<file path="src/rtl/logic_slice_seq_if.sv">
// Operand/result handshake bundle for logic_slice_seq.
// The master side is the operand source plus result consumer; the slave side is the unit.
interface logic_slice_seq_if #(
    parameter int WIDTH = 16
);
    logic             in_valid;
    logic             in_ready;
    logic [WIDTH-1:0] a;
    logic [WIDTH-1:0] b;
    logic [1:0]       op;
    logic             out_valid;
    logic             out_ready;
    logic [WIDTH-1:0] result;
    logic             zero;
    logic             busy;

    modport master (
        output in_valid, a, b, op, out_ready,
        input  in_ready, out_valid, result, zero, busy
    );

    modport slave (
        input  in_valid, a, b, op, out_ready,
        output in_ready, out_valid, result, zero, busy
    );
endinterface

</file>
<file path="src/rtl/logic_slice_seq.sv">
// Sequential bitwise AND/OR/XOR/NOR unit that streams latched operands through a
// 4-bit logic slice, least-significant nibble first, and assembles the full result.
//
//   state  | meaning
//   IDLE   | ready for operands; accept latches a/b/op and clears result
//   RUN    | one nibble per cycle written into result
//   DONE   | result held with out_valid until the consumer takes it
module logic_slice_seq #(
    parameter int WIDTH = 16
) (
    input logic              clk,
    input logic              rst,
    logic_slice_seq_if.slave bus
);
    localparam int NSLICE = WIDTH / 4;
    localparam int IW     = (NSLICE > 1) ? $clog2(NSLICE) : 1;

    generate
        if ((WIDTH < 4) || ((WIDTH % 4) != 0)) begin : g_bad_width
            $error("logic_slice_seq: WIDTH must be a multiple of 4 and at least 4");
        end
    endgenerate

    typedef enum logic [1:0] {
        S_IDLE = 2'd0,
        S_RUN  = 2'd1,
        S_DONE = 2'd2
    } state_t;

    state_t           state;
    state_t           state_nx;
    logic [WIDTH-1:0] a_q;
    logic [WIDTH-1:0] b_q;
    logic [1:0]       op_q;
    logic [WIDTH-1:0] res_q;
    logic [IW-1:0]    idx;
    logic             last;
    logic [3:0]       a_nib;
    logic [3:0]       b_nib;
    logic [3:0]       s_nib;

    assign last  = (idx == IW'(NSLICE - 1));
    assign a_nib = a_q[idx*4 +: 4];
    assign b_nib = b_q[idx*4 +: 4];

    always_comb begin
        case (op_q)
            2'b00:   s_nib = a_nib & b_nib;
            2'b01:   s_nib = a_nib | b_nib;
            2'b10:   s_nib = a_nib ^ b_nib;
            default: s_nib = ~(a_nib | b_nib);
        endcase
    end

    always_ff @(posedge clk or posedge rst) begin
        if (rst) begin
            state <= S_IDLE;
        end else begin
            state <= state_nx;
        end
    end

    always_comb begin
        state_nx = state;
        case (state)
            S_IDLE:  if (bus.in_valid) state_nx = S_RUN;
            S_RUN:   if (last) state_nx = S_DONE;
            S_DONE:  if (bus.out_ready) state_nx = S_IDLE;
            default: state_nx = S_IDLE;
        endcase
    end

    always_comb begin
        bus.in_ready  = (state == S_IDLE);
        bus.out_valid = (state == S_DONE);
        bus.busy      = (state == S_RUN) || (state == S_DONE);
        bus.zero      = (state == S_DONE) && (res_q == '0);
        bus.result    = res_q;
    end

    // Index holds at the last slice rather than wrapping; the next accept clears it.
    always_ff @(posedge clk or posedge rst) begin
        if (rst) begin
            a_q   <= '0;
            b_q   <= '0;
            op_q  <= 2'b00;
            res_q <= '0;
            idx   <= '0;
        end else begin
            case (state)
                S_IDLE: begin
                    if (bus.in_valid) begin
                        a_q   <= bus.a;
                        b_q   <= bus.b;
                        op_q  <= bus.op;
                        res_q <= '0;
                        idx   <= '0;
                    end
                end
                S_RUN: begin
                    res_q[idx*4 +: 4] <= s_nib;
                    if (!last) begin
                        idx <= idx + IW'(1);
                    end
                end
                default: ;
            endcase
        end
    end
endmodule

</file>
<file path="src/flat_wrapper.sv">
// flat-port wrapper written by rule: the top's interface ports become plain ports
module logic_slice_seq_flat 
#(
    parameter int WIDTH = 16
)
  (clk, rst, bus_in_valid, bus_a, bus_b, bus_op, bus_out_ready, bus_in_ready, bus_out_valid, bus_result, bus_zero, bus_busy);
  logic_slice_seq_if #(.WIDTH(WIDTH)) bus_i ();
  input logic clk;
  input logic rst;
  input wire logic [$bits(bus_i.in_valid)-1:0] bus_in_valid;
  input wire logic [$bits(bus_i.a)-1:0] bus_a;
  input wire logic [$bits(bus_i.b)-1:0] bus_b;
  input wire logic [$bits(bus_i.op)-1:0] bus_op;
  input wire logic [$bits(bus_i.out_ready)-1:0] bus_out_ready;
  output wire logic [$bits(bus_i.in_ready)-1:0] bus_in_ready;
  output wire logic [$bits(bus_i.out_valid)-1:0] bus_out_valid;
  output wire logic [$bits(bus_i.result)-1:0] bus_result;
  output wire logic [$bits(bus_i.zero)-1:0] bus_zero;
  output wire logic [$bits(bus_i.busy)-1:0] bus_busy;
  assign bus_i.in_valid = bus_in_valid;
  assign bus_i.a = bus_a;
  assign bus_i.b = bus_b;
  assign bus_i.op = bus_op;
  assign bus_i.out_ready = bus_out_ready;
  assign bus_in_ready = bus_i.in_ready;
  assign bus_out_valid = bus_i.out_valid;
  assign bus_result = bus_i.result;
  assign bus_zero = bus_i.zero;
  assign bus_busy = bus_i.busy;
  logic_slice_seq #(.WIDTH(WIDTH)) u_core (.clk(clk), .rst(rst), .bus(bus_i));
endmodule
</file>
<file path="config.mk">
export PLATFORM = sky130hd
export DESIGN_NAME = logic_slice_seq_flat
export DESIGN_NICKNAME = d
export VERILOG_FILES = /design/src/rtl/logic_slice_seq_if.sv /design/src/rtl/logic_slice_seq.sv /design/src/flat_wrapper.sv
export SDC_FILE = /design/constraint.sdc
export NUM_CORES = 1
export LEC_CHECK = 0
export ABC_AREA = 0
export CORE_MARGIN = 1
export CORE_UTILIZATION = 44
export CTS_BUF_LIST = sky130_fd_sc_hd__clkbuf_2 sky130_fd_sc_hd__clkbuf_4 sky130_fd_sc_hd__clkbuf_8
export CTS_CLUSTER_DIAMETER = 60
export DETAILED_ROUTE_END_ITERATION = 6
export PLACE_DENSITY = 0.7
export SLEW_MARGIN = 20
export SYNTH_ARGS = -nofsm -noshare
export SYNTH_HDL_FRONTEND = slang
export SYNTH_SLANG_ARGS = --single-unit
</file>
<file path="constraint.sdc">
create_clock -name clk -period 3.26 [get_ports clk]
set_input_delay 0.978 -clock clk [delete_from_list [all_inputs] [get_ports clk]]
set_output_delay 0.978 -clock clk [all_outputs]
set_load 0.005 [all_outputs]
</file>
==> results.json <==
{
  "clock_latency_ps": 310,
  "total_drc_errors_in_the_routed_layout": 0,
  "total_switching_power_uw": 1200,
  "skew_ps": 7.23,
  "syn_area_sq_um": 2770,
  "worst-endpoint-required_ps": 2280,
  "power.share.combinational": 0.494,
  "min_tclk_post_route_ps": 3040,
  "routed_via_density": 5.25,
  "cts-root-buf": "clkbuf_8",
  "min_path_type": "reg2reg",
  "final_layout_size_suffix_gt1_frac": 0.230,
  "crit_fanout": 3,
  "dieArea_sq_um": 6620,
  "switching_share": 0.370,
  "post-route-period-util": 0.934,
  "gp_congestion": 0.762,
  "pd_cells_nw_per_um2": 921,
  "portion_of_synthesized_cell_area_occupied_by_the_leading_cell_type": 0.487,
  "crit_type": "reg2out",
  "largest_stage_delay_on_the_critical_path_ps": 540,
  "critical-path-top-delay-family": "buffers and inverters",
  "grt_pass1_wl_um": 8740,
  "clkSlewWorstSetupHoldPaths_ps": 90,
  "h-tree-depth": 2,
  "num_vias": 1742,
  "post-dp-hpwl_um": 3910,
  "tritoncts_buffer_count": 5,
  "static-leakage-power_uw": 0.00153,
  "drtAntennaViolNets": 0,
  "wirelength_um": 5200,
  "arrival_ps": 2070,
  "crit_chain": "inv_1 -> ha_1 -> nor4b_4 -> nand4_1 -> nor4_1 -> clkdlybuf4s50_1",
  "p_int_uw": 2040,
  "synth.top_cells.by_area": "dfrtp_1, mux2_2, ha_1",
  "post_cts_buffers": 0,
  "detail_route.first_pass.iterations": 4,
  "status": "completed",
  "relSlewSlack": 0.512,
  "yosysWarningCount": 0,
  "die_y_um": 81.4,
  "seq_area_frac_synth": 0.487,
  "final-hold-violation-count": 0,
  "antenna_cells": 0,
  "cts.sink_count": 54,
  "core.rowCount": 28,
  "power.sequential.fraction": 0.364,
  "grt_use_total": 0.178,
  "grt-ovfl-total": 0,
  "syn_to_layout_area_delta_pct": 26.9,
  "antenna_found_initial": 0,
  "worst_pin_slew_ps": 732,
  "total_power_uw": 3240,
  "setup_viol": 0,
  "mostFrequentLayoutCells": "clkdlybuf4s50_1, dfrtp_1, mux2_2",
  "slowest_stage": "clkdlybuf4s50_1",
  "die-width_um": 81.4,
  "core_area_sq_um": 5990,
  "timing_max_transition_violations_final": 0,
  "yosysUniqueCellTypes": 29,
  "io_pins": 58,
  "tns_ps": 0,
  "clkPwrFrac": 0.141,
  "portBuffers": 57,
  "cts_tree": "yes",
  "rsz0062_at_grt": "no",
  "grt_start_max_net_pins": 35,
  "dr.first_iter.drc_count": 54,
  "postSynthNetCount": 250,
  "vdd_drop_max_v": 0.000431,
  "post_synthesis_cells": 197,
  "maxCapViolations": 0,
  "nNetsFinal": 310,
  "worst-path-buf-inv": 2,
  "wl_per_cell_um": 15.6,
  "maximum_clock_frequency_mhz": 328,
  "synth.ff_latch_count": 54,
  "commonest_non_fill_non_tap_cell_in_the_layout": "clkdlybuf4s50_1",
  "max-clock-path-buffers": 2,
  "timing.critical_path.to_type": "output port",
  "syn_avg_cell_area_sq_um": 14.1,
  "grt_pass1_vias": 1815,
  "synth_top_cell_by_area": "dfrtp_1",
  "initial_utilization": 0.463,
  "critPathLaunchType": "flop"
}
timing repair:
| action | 4_1_cts | 5_1_grt |
|---|---|---|
| endpoints found under the setup margin | 0 | 1 |
| hold buffers | 0 | 0 |
| gates resized for setup | 0 | 2 |
kinds of logic (layout without fill, tap and decap cells):
logic type	after synthesis	count (layout)	synth area share
and+or+nand+nor	24	24	0.0722
adders and majority gates	15	15	0.0677
buffers and inverters	23	83	0.0465
xor gates and xnor gates	4	4	0.0126
muxes	51	51	0.240
AOI/OAI and AO/OA	26	26	0.0736
DFF	54	54	0.487
worst reg2reg max path: stages (launching register included):
cell     delay, ps
dfrtp_1        830
mux4_1         700
inv_1           90
ha_1           230
mux2i_1        130
mux2i_1        180
a22o_1         250
layout make-up:
cell class | count | area (sq um)
clock inverters | 1 | 30.0
multi-input cells | 120 | 1310
clock buffers | 6 | 82.6
flip-flops and latches | 54 | 1350
inverters | 16 | 60.1
well taps | 75 | 93.8
repair buffers | 60 | 593
fillers | 482 | 2470
synthesized netlist by cell type (all sizes together):
cell and count:
a21boi 1, a22o 16, a31oi 4, buf 4, clkbuf 3, dfrtp 54
ha 15, inv 16, mux2 35, mux2i 8, mux4 8, nand2 7
nand2b 5, nand4 1, nor2 2, nor2b 1, nor4 7, nor4b 1
o21ai 2, o22ai 2, o31a 1, xor2 4
sequential cells by signal (all words and copies together), names as in the netlist:
| signal | flops |
|---|---|
| u_core.op_q | 2 |
| u_core.idx | 2 |
| u_core.bus.result | 16 |
| u_core.b_q | 16 |
| u_core.a_q | 16 |
| u_core.state | 2 |
metrics by stage:
step                      setup WS, ps  utilization  hold slack (ps)  instance area (sq um)  std cells
after floorplan                    967            -              470                   2770        197
after global placement             553        0.566              481                   3390        325
after global routing              15.2        0.587              527                   3520        332
after CTS                         95.2        0.585              511                   3500        332
final                              215        0.587              506                   3520        332
after detailed placement           468        0.566              488                   3390        325
power groups by stage:
stage,logic [uW],clock network [uW],registers [uW]
after detailed placement,1610,0,1190
final,1600,458,1180
after CTS,1620,468,1180
after global routing,1800,496,1220
after floorplan,1290,0,1070
after global placement,1570,0,1180
worst paths after layout:
| kind | startpoint | end | slack (ps) | cells after the start |
|---|---|---|---|---|
| hold / removal | u_core.a_q[5] | u_core.a_q[5] | 510 | 1 |
| max in group asynchronous | rst | u_core.a_q[9] | 1690 | 3 |
| setup / recovery | u_core.state[0] | bus_zero | 220 | 6 |
| hold reg to reg | u_core.a_q[5] | u_core.a_q[5] | 510 | 1 |
| min in group asynchronous | rst | u_core.bus.result[8] | 980 | 2 |
| setup reg to reg | u_core.idx[0] | u_core.bus.result[4] | 750 | 6 |
metal layers:
metal	vias up	global-route usage	part of all wire
li1	840	-	-
met5	-	0	0
met4	0	0.0625	0.013
met2	35	0.283	0.48
met1	861	0.235	0.47
met3	6	0.0438	0.037
(Power assumes the default switching activity.)
